$ cat src/rtl/mem_arbiter.sv
// Serialises NUM_MASTERS requesters onto one memory/bus slave port, one transaction at a time.
// Define MEM_ARB_ROUND_ROBIN_EN for round-robin arbitration; default is fixed priority (index 0).
module mem_arbiter #(
  parameter int unsigned NUM_MASTERS = 2,
  parameter int unsigned XLEN        = 32
) (
  input  logic                        clk_i,
  input  logic                        rst_i,
  input  logic [NUM_MASTERS-1:0]      m_req_i,
  input  logic [NUM_MASTERS-1:0]      m_wen_i,
  input  logic [NUM_MASTERS*3-1:0]    m_mode_i,
  input  logic [NUM_MASTERS*XLEN-1:0] m_addr_i,
  input  logic [NUM_MASTERS*XLEN-1:0] m_wdata_i,
  output logic [XLEN-1:0]             m_rdata_o,
  output logic [NUM_MASTERS-1:0]      m_ready_o,
  output logic [NUM_MASTERS-1:0]      m_gnt_o,
  output logic                        s_req_o,
  output logic                        s_wen_o,
  output logic [2:0]                  s_mode_o,
  output logic [XLEN-1:0]             s_addr_o,
  output logic [XLEN-1:0]             s_wdata_o,
  input  logic [XLEN-1:0]             s_rdata_i,
  input  logic                        s_ready_i
);

  localparam int unsigned IdxW = (NUM_MASTERS > 1) ? $clog2(NUM_MASTERS) : 1;

  typedef enum logic [1:0] {StIdle, StBusy, StDone} state_e;

  state_e                 state_q, state_d;
  logic [XLEN-1:0]        m_rdata_q, m_rdata_d;
  logic [NUM_MASTERS-1:0] m_ready_q, m_ready_d;
  logic [NUM_MASTERS-1:0] m_gnt_q, m_gnt_d;
  logic                   s_req_q, s_req_d;
  logic                   s_wen_q, s_wen_d;
  logic [2:0]             s_mode_q, s_mode_d;
  logic [XLEN-1:0]        s_addr_q, s_addr_d;
  logic [XLEN-1:0]        s_wdata_q, s_wdata_d;

  logic            win_valid;
  logic [IdxW-1:0] win_idx;

`ifdef MEM_ARB_ROUND_ROBIN_EN
  logic [IdxW-1:0] ptr_q, ptr_d;
  int unsigned     cand;
  logic [IdxW-1:0] cand_idx;

  // Search starts at the pointer and wraps past the top index back to 0.
  always_comb begin
    win_valid = 1'b0;
    win_idx   = '0;
    cand      = 0;
    cand_idx  = '0;
    for (int unsigned k = 0; k < NUM_MASTERS; k++) begin
      cand     = (32'(ptr_q) + k) % NUM_MASTERS;
      cand_idx = cand[IdxW-1:0];
      if (!win_valid && m_req_i[cand_idx]) begin
        win_valid = 1'b1;
        win_idx   = cand_idx;
      end
    end
  end

  always_comb begin
    ptr_d = ptr_q;
    if (state_q == StIdle && win_valid) begin
      ptr_d = (win_idx == IdxW'(NUM_MASTERS - 1)) ? '0 : win_idx + 1'b1;
    end
  end

  always_ff @(posedge clk_i or posedge rst_i) begin
    if (rst_i) begin
      ptr_q <= '0;
    end else begin
      ptr_q <= ptr_d;
    end
  end
`else
  logic [IdxW-1:0] k_idx;

  always_comb begin
    win_valid = 1'b0;
    win_idx   = '0;
    k_idx     = '0;
    for (int unsigned k = 0; k < NUM_MASTERS; k++) begin
      k_idx = k[IdxW-1:0];
      if (!win_valid && m_req_i[k_idx]) begin
        win_valid = 1'b1;
        win_idx   = k_idx;
      end
    end
  end
`endif

  always_comb begin
    state_d   = state_q;
    m_rdata_d = m_rdata_q;
    m_ready_d = m_ready_q;
    m_gnt_d   = m_gnt_q;
    s_req_d   = s_req_q;
    s_wen_d   = s_wen_q;
    s_mode_d  = s_mode_q;
    s_addr_d  = s_addr_q;
    s_wdata_d = s_wdata_q;
    unique case (state_q)
      StIdle: begin
        m_rdata_d = '0;
        m_ready_d = '0;
        m_gnt_d   = '0;
        s_req_d   = 1'b0;
        s_wen_d   = 1'b0;
        s_mode_d  = '0;
        s_addr_d  = '0;
        s_wdata_d = '0;
        if (win_valid) begin
          state_d          = StBusy;
          s_req_d          = 1'b1;
          s_wen_d          = m_wen_i[win_idx];
          s_mode_d         = m_mode_i[win_idx*3 +: 3];
          s_addr_d         = m_addr_i[win_idx*XLEN +: XLEN];
          s_wdata_d        = m_wdata_i[win_idx*XLEN +: XLEN];
          m_gnt_d[win_idx] = 1'b1;
        end
      end
      StBusy: begin
        if (s_ready_i) begin
          state_d   = StDone;
          m_rdata_d = s_rdata_i;
          m_ready_d = m_gnt_q;
          s_req_d   = 1'b0;
          s_wen_d   = 1'b0;
        end
      end
      StDone: begin
        state_d   = StIdle;
        m_rdata_d = '0;
        m_ready_d = '0;
        m_gnt_d   = '0;
        s_mode_d  = '0;
        s_addr_d  = '0;
        s_wdata_d = '0;
      end
      default: state_d = StIdle;
    endcase
  end

  always_ff @(posedge clk_i or posedge rst_i) begin
    if (rst_i) begin
      state_q   <= StIdle;
      m_rdata_q <= '0;
      m_ready_q <= '0;
      m_gnt_q   <= '0;
      s_req_q   <= 1'b0;
      s_wen_q   <= 1'b0;
      s_mode_q  <= '0;
      s_addr_q  <= '0;
      s_wdata_q <= '0;
    end else begin
      state_q   <= state_d;
      m_rdata_q <= m_rdata_d;
      m_ready_q <= m_ready_d;
      m_gnt_q   <= m_gnt_d;
      s_req_q   <= s_req_d;
      s_wen_q   <= s_wen_d;
      s_mode_q  <= s_mode_d;
      s_addr_q  <= s_addr_d;
      s_wdata_q <= s_wdata_d;
    end
  end

  assign m_rdata_o = m_rdata_q;
  assign m_ready_o = m_ready_q;
  assign m_gnt_o   = m_gnt_q;
  assign s_req_o   = s_req_q;
  assign s_wen_o   = s_wen_q;
  assign s_mode_o  = s_mode_q;
  assign s_addr_o  = s_addr_q;
  assign s_wdata_o = s_wdata_q;

endmodule
$ cat config.mk
export PLATFORM = sky130hd
export DESIGN_NAME = mem_arbiter
export DESIGN_NICKNAME = d
export VERILOG_FILES = /design/src/rtl/mem_arbiter.sv
export SDC_FILE = /design/constraint.sdc
export NUM_CORES = 1
export LEC_CHECK = 0
export ABC_AREA = 1
export CAP_MARGIN = 40
export CORE_UTILIZATION = 38
export CTS_CLUSTER_DIAMETER = 40
export DETAILED_ROUTE_END_ITERATION = 10
export GPL_TIMING_DRIVEN = 1
export PLACE_DENSITY = 0.8
export REMOVE_ABC_BUFFERS = 1
export SYNTH_ARGS = -nofsm -noshare
export SYNTH_HDL_FRONTEND = slang
export SYNTH_SLANG_ARGS = --single-unit
export TNS_END_PERCENT = 50
$ cat constraint.sdc
create_clock -name clk_i -period 3.96 [get_ports clk_i]
set_input_delay 0.792 -clock clk_i [delete_from_list [all_inputs] [get_ports clk_i]]
set_output_delay 0.792 -clock clk_i [all_outputs]
set_load 0.02 [all_outputs]
==> results of run 1 <==
==> worst max-delay path, cell delays in order (launching register included) <==
cell	delay, ns
sky130_fd_sc_hd__dfrtp_4	0.68
sky130_fd_sc_hd__buf_16	0.29
sky130_fd_sc_hd__nor2_4	0.14
sky130_fd_sc_hd__buf_4	0.59
sky130_fd_sc_hd__nand3_1	0.25
sky130_fd_sc_hd__nand3_1	0.16
==> synth_stat cells <==
master,instances
sky130_fd_sc_hd__nand2_1,135
sky130_fd_sc_hd__inv_1,6
sky130_fd_sc_hd__buf_1,4
sky130_fd_sc_hd__o21ai_1,1
sky130_fd_sc_hd__nor2_4,1
sky130_fd_sc_hd__o21ai_0,4
sky130_fd_sc_hd__nand3_1,241
sky130_fd_sc_hd__o31ai_1,1
sky130_fd_sc_hd__inv_2,1
sky130_fd_sc_hd__clkbuf_1,17
sky130_fd_sc_hd__dfrtp_1,107
sky130_fd_sc_hd__nor2_2,1
sky130_fd_sc_hd__buf_2,21
sky130_fd_sc_hd__buf_4,6
==> state kept, by name, indices dropped and copies added (netlist names) <==
register and flops:
state_q 2, s_mode_o 3, m_gnt_o 2, s_wdata_o 32
s_wen_o 1, m_ready_o 2, m_rdata_o 32, s_req_o 1
s_addr_o 32
==> cell type report <==
cell class	instances	area share, %
multi-input cells	384	22.6
clock buffers	10	2.93
clock inverters	6	0.832
repair buffers	284	36.6
flip-flops and latches	107	34.3
inverters	7	0.368
well taps	147	2.35
==> how the worst max path moves through the flow <==
stage	depth (start not counted)	slack [ns]	to
after floorplan	3	-0.88	state_q[0]
after global placement	6	1.57	m_rdata_o[9]
after detailed placement	6	1.52	s_mode_o[2]
after CTS	5	1.71	s_wdata_o[10]
after global routing	6	1.53	m_rdata_o[14]
final	5	1.71	s_wdata_o[10]
==> layer usage <==
metal	up-vias	GRT usage, %	wire [um]
met5	-	0	0
met4	0	10.1	405
met3	28	7.50	1650
met2	269	42.4	7790
met1	2413	29.7	6160
li1	2342	-	-
==> per-stage QoR <==
stage                     instances  total power [W]  utilization (%)  worst slack [ns]
after floorplan                 498          0.00327                -            -0.884
after global placement          928          0.00469             62.4              1.57
after detailed placement        929          0.00481             62.7              1.52
after CTS                       945          0.00573             65.1              1.71
after global routing            945          0.00602             65.1              1.53
final                           945          0.00570             65.1              1.71
==> where the power goes <==
| group | switching (W) | internal (W) | total, W | leakage [nW] |
|---|---|---|---|---|
| clock | 0.000412 | 0.000493 | 0.000905 | 0.143 |
| combinational | 0.00159 | 0.00127 | 0.00286 | 1.96 |
| sequential | 0.000354 | 0.00158 | 0.00193 | 1.39 |
==> kinds of logic after synthesis <==
| kind of cell | Yosys count | synth area share [%] |
|---|---|---|
| and+or+nand+nor | 378 | 36.9 |
| DFF | 107 | 57.0 |
| buffers and inverters | 55 | 5.44 |
| AOI/OAI and AO/OA | 6 | 0.693 |
==> results.json, run 1 <==
{
  "pin_count_of_the_biggest_net_entering_global_routing": 81,
  "place_area_um2": 7530,
  "synth.top_cell.area_share_pct": 57.0,
  "detail_route.iter0.violations": 370,
  "hold_viol_final": 0,
  "synth-seq-cells": 107,
  "syn-cell-area_um2": 4700,
  "worst-r2r-setup-slack_ns": 1.71,
  "maxCapViolations": 0,
  "cts.hold.buffers_added": 0,
  "setup.worst_path.end_class": "flip-flop",
  "ctsLongestPathBuffers": 2,
  "clk_transition_reported_paths_ns": 0.07,
  "drv_slew": 0,
  "cts_buffers": 9,
  "timing.setup.critical_path_class": "reg -> reg",
  "crit-reg2reg-launch": "state_q[0]",
  "globalRoute.totalOverflow": 0,
  "io-pin-count": 278,
  "worst-slew-pin-transition_ns": 0.797,
  "hold_class": "reg -> reg",
  "yosysSeqAreaShare_pct": 57.0,
  "achievable-frequency_mhz": 444,
  "worst_skew_pair.late_latency_ns": 0.34,
  "clockRootBuffer": "sky130_fd_sc_hd__clkbuf_16",
  "netlist_top_cells_area": "sky130_fd_sc_hd__dfrtp_1 (57%), sky130_fd_sc_hd__nand3_1 (26%), sky130_fd_sc_hd__nand2_1 (11%), sky130_fd_sc_hd__buf_2 (2.2%), sky130_fd_sc_hd__clkbuf_1 (1.4%)",
  "fp.dieArea_um2": 12800,
  "p_per_area_nw_per_um2": 729,
  "peakVddDrop_mv": 0.511,
  "critical_path_peak_fanout": 80,
  "startpoint": "state_q[0]",
  "synth_cells": 546,
  "synth_warnings": 0,
  "grt_first_pass_wirelength_um": 25200,
  "timing.rr.end": "s_wdata_o[10]",
  "grtUsageTotal_pct": 25.0,
  "antenna_cells_inserted": 0,
  "syn2layout_area_growth_pct": 66.6,
  "initial_antenna_violation_count": 0,
  "place_hpwl_um": 11200,
  "port_buffers": 277,
  "via_per_inst": 5.35,
  "timing.hold.ws_ns": 0.493,
  "period_needed_ns": 2.25,
  "syn_avg_cell_area_um2": 8.60,
  "period_share_pct": 56.9,
  "clock_sinks": 107,
  "timing.critical_path.arrival_ns": 2.53,
  "cts-htree-levels": 3,
  "power_leakage_nw": 3.50,
  "post-route-cell-area_um2": 7820,
  "detail_route.first_pass.iterations": 5,
  "ff_latch_area_um2": 2680,
  "layout.cells.most_common_list": "sky130_fd_sc_hd__clkdlybuf4s50_1 (276), sky130_fd_sc_hd__nand3_1 (241), sky130_fd_sc_hd__nand2_1 (135)",
  "post_drt_wl_per_cell_um": 16.9,
  "first_global_vias": 5049,
  "multi_input_logic_area_um2": 1770,
  "nets": 966,
  "required_ns": 4.24,
  "post-cts-setup-buffer-count": 0,
  "synth.lib_cells_used.distinct": 14,
  "effective_utilization_at_floorplan_pct": 39.1,
  "yosys.area.top_type": "sky130_fd_sc_hd__dfrtp_1",
  "final.fill_count": 967,
  "start_kind": "flip-flop",
  "run_status": "finished clean",
  "finalSetupViolCount": 0,
  "drtAntennaViolNets": 0,
  "unrepaired_setup_endpoints_after_global_routing": "false",
  "floorplan.core_area_um2": 12000,
  "reg2regPathDepth": 5,
  "layout.cells.most_common": "sky130_fd_sc_hd__clkdlybuf4s50_1",
  "setup_total_negative_slack_ns": 0,
  "post_route_cells_drive_above_1_share_pct": 3.51,
  "die_height_um": 113,
  "vias": 5052,
  "cts_tree": "built",
  "holdPathEnd": "s_addr_o[14]",
  "hp-start": "s_addr_o[14]",
  "detail_route.wirelength_um": 16000,
  "max_slew_margin_pct": 46.9,
  "global_placer_s_final_weighted_congestion": 0.774,
  "timing.hold.worst_path_depth": 2,
  "detail_route.drc_violations": 0,
  "worst_clock_skew_ns": 0.00607,
  "number_of_standard_cell_rows_in_the_floorplan": 40,
  "cts-resized-gates": 0,
  "die-width_um": 113
}
(Power assumes the default switching activity.)
==> run 2, diff against run 1 <==
--- a/config.mk
+++ b/config.mk
@@ -7,11 +7,11 @@
 export LEC_CHECK = 0
 export ABC_AREA = 1
 export CAP_MARGIN = 40
-export CORE_UTILIZATION = 38
+export CORE_UTILIZATION = 34
 export CTS_CLUSTER_DIAMETER = 40
 export DETAILED_ROUTE_END_ITERATION = 10
 export GPL_TIMING_DRIVEN = 1
-export PLACE_DENSITY = 0.8
+export PLACE_DENSITY = 0.76
 export REMOVE_ABC_BUFFERS = 1
 export SYNTH_ARGS = -nofsm -noshare
 export SYNTH_HDL_FRONTEND = slang
==> constraint.sdc (replaced) <==
create_clock -name clk_i -period 2 [get_ports clk_i]
set_input_delay 0.4 -clock clk_i [delete_from_list [all_inputs] [get_ports clk_i]]
set_output_delay 0.4 -clock clk_i [all_outputs]
set_load 0.02 [all_outputs]
==> results.json, run 2 (same netlist as run 1, synthesis figures left out) <==
{
  "run_status": "finished clean",
  "power_leakage_nw": 3.52,
  "port_buffers": 277,
  "layout.cells.most_common_list": "sky130_fd_sc_hd__clkdlybuf4s50_1 (276), sky130_fd_sc_hd__nand3_1 (241), sky130_fd_sc_hd__nand2_1 (135)",
  "period_share_pct": 87.2,
  "global_placer_s_final_weighted_congestion": 0.874,
  "die_height_um": 120,
  "power.switching_fraction_pct": 40.8,
  "timing.critical_path.cells": "clkdlybuf4s50_1",
  "cts.hold.buffers_added": 0,
  "delay_of_the_slowest_cell_on_the_worst_path_ns": 0.66,
  "antenna_cells_inserted": 0,
  "layout.cells.most_common": "sky130_fd_sc_hd__clkdlybuf4s50_1",
  "first_global_vias": 4844,
  "period_needed_ns": 1.74,
  "hold_class": "in -> async",
  "power.switching_w": 0.00455,
  "syn2layout_area_growth_pct": 68.4,
  "worst_skew_pair.late_latency_ns": 0.34,
  "ff_latch_area_um2": 2680,
  "worst-slew-pin-transition_ns": 0.538,
  "critical_path_peak_fanout": 2,
  "number_of_standard_cell_rows_in_the_floorplan": 42,
  "cell_internal_pwr_w": 0.00661,
  "timing.setup.critical_path_class": "reg -> out",
  "crit-reg2reg-launch": "state_q[0]",
  "io-pin-count": 278,
  "unrepaired_setup_endpoints_after_global_routing": "false",
  "detail_route.iter0.violations": 302,
  "crit_buf_inv": 1,
  "detail_route.wirelength_um": 15600,
  "drtAntennaViolNets": 0,
  "post-route-cell-area_um2": 7910,
  "combPwrFrac_pct": 53.0,
  "ctsLongestPathBuffers": 2,
  "start_kind": "flip-flop",
  "power_w": 0.0112,
  "final.fill_count": 1141,
  "timing.critical_path.arrival_ns": 1.34,
  "critical_path.slowest_cell": "sky130_fd_sc_hd__clkdlybuf4s50_1",
  "grtUsageTotal_pct": 22.2,
  "seqPwrFrac_pct": 33.1,
  "clock_sinks": 107,
  "initial_antenna_violation_count": 0,
  "clockRootBuffer": "sky130_fd_sc_hd__clkbuf_16",
  "cts_buffers": 9,
  "setup.worst_path.end_class": "output pin",
  "post_route_cells_drive_above_1_share_pct": 3.49,
  "nets": 972,
  "required_ns": 1.60,
  "worst-r2r-setup-slack_ns": 0.52,
  "floorplan.core_area_um2": 13300,
  "worst_clock_skew_ns": 0.00427,
  "via_per_inst": 5.02,
  "grt_first_pass_wirelength_um": 24800,
  "post-cts-setup-buffer-count": 0,
  "place_area_um2": 7660,
  "effective_utilization_at_floorplan_pct": 35.2,
  "pin_count_of_the_biggest_net_entering_global_routing": 70,
  "globalRoute.totalOverflow": 0,
  "cts_tree": "built",
  "fp.dieArea_um2": 14300,
  "place_hpwl_um": 11300,
  "max_slew_margin_pct": 64.1,
  "multi_input_logic_area_um2": 1770,
  "finalSetupViolCount": 0,
  "peakVddDrop_mv": 0.758,
  "detail_route.drc_violations": 0,
  "achievable-frequency_mhz": 573,
  "p_per_area_nw_per_um2": 1410,
  "post_drt_wl_per_cell_um": 15.9,
  "cts-htree-levels": 3,
  "hold_viol_final": 0,
  "clk_transition_reported_paths_ns": 0.06,
  "power.clock.fraction_pct": 14.0,
  "cp_top_family": "buffers and inverters",
  "cts-resized-gates": 0,
  "die-width_um": 120,
  "drv_slew": 0,
  "maxCapViolations": 0,
  "detail_route.first_pass.iterations": 8,
  "vias": 4913,
  "startpoint": "s_mode_o[0]"
}
-- run 2: cell count changes in the layout (fill, tap and decap cells not counted) --
cell / before / now
sky130_fd_sc_hd__clkinv_2: 2 / 0
sky130_fd_sc_hd__clkinv_4: 1 / 0
sky130_fd_sc_hd__buf_16: 1 / 0
sky130_fd_sc_hd__clkbuf_1: 1 / 5
sky130_fd_sc_hd__clkinvlp_4: 1 / 0
sky130_fd_sc_hd__buf_4: 4 / 5
sky130_fd_sc_hd__inv_6: 1 / 0
sky130_fd_sc_hd__bufinv_16: 1 / 0
sky130_fd_sc_hd__buf_12: 2 / 8
-- run 2: power groups by stage --
stage	clock network, W	logic, W	registers (W)
after global routing	0.00170	0.00634	0.00381
after global placement	0	0.00586	0.00367
after detailed placement	0	0.00597	0.00371
after floorplan	0	0.00137	0.00493
final	0.00156	0.00591	0.00369
after CTS	0.00161	0.00598	0.00369
-- run 2: area by class of cell --
| type | instances | area share (%) |
|---|---|---|
| Inverter | 7 | 0.364 |
| Multi-Input combinational cell | 384 | 22.4 |
| Sequential cell | 107 | 33.9 |
| Clock buffer | 14 | 3.09 |
| Timing Repair Buffer | 290 | 37.5 |
| Tap cell | 176 | 2.78 |
-- run 2: final timing paths --
kind                                      to  cells past startpoint
worst min-delay path                 s_wen_o                      3
worst max register to register       s_req_o                      5
worst min register to register  s_addr_o[20]                      2
max in group asynchronous         state_q[0]                      3
min in group clk_i                m_gnt_o[0]                      3
worst max-delay path             s_mode_o[0]                      1
-- run 2: metrics by stage --
stage / hold WS [ns] / std cells / utilization, % / setup WS [ns] / TNS (ns)
global placement: 0.476 / 964 / 57.4 / 0.338 / 0
floorplan: 0.476 / 498 / - / -2.84 / -383.31
global route: 0.485 / 978 / 59.2 / 0.199 / 0
detailed placement: 0.478 / 964 / 57.4 / 0.311 / 0
finish: 0.466 / 978 / 59.2 / 0.256 / 0
CTS: 0.471 / 978 / 59.2 / 0.225 / 0
-- run 2: per-layer routing --
metal  vias to the layer above  global-route usage [%]  part of all wire, %
met1                      2293                    27.7                   40
met2                       249                    37.3                   50
met3                        23                    4.75                  7.7
met4                         0                    8.67                  2.2
li1                       2348                       -                    -
met5                         -                       0                    0
-- run 2: worst reg2reg max path, stage by stage (launching register included) --
cell	delay [ns]
sky130_fd_sc_hd__dfrtp_4	0.44
sky130_fd_sc_hd__buf_4	0.45
sky130_fd_sc_hd__inv_1	0.20
sky130_fd_sc_hd__nand2_1	0.14
sky130_fd_sc_hd__nand3_1	0.10
sky130_fd_sc_hd__nand2_1	0.09
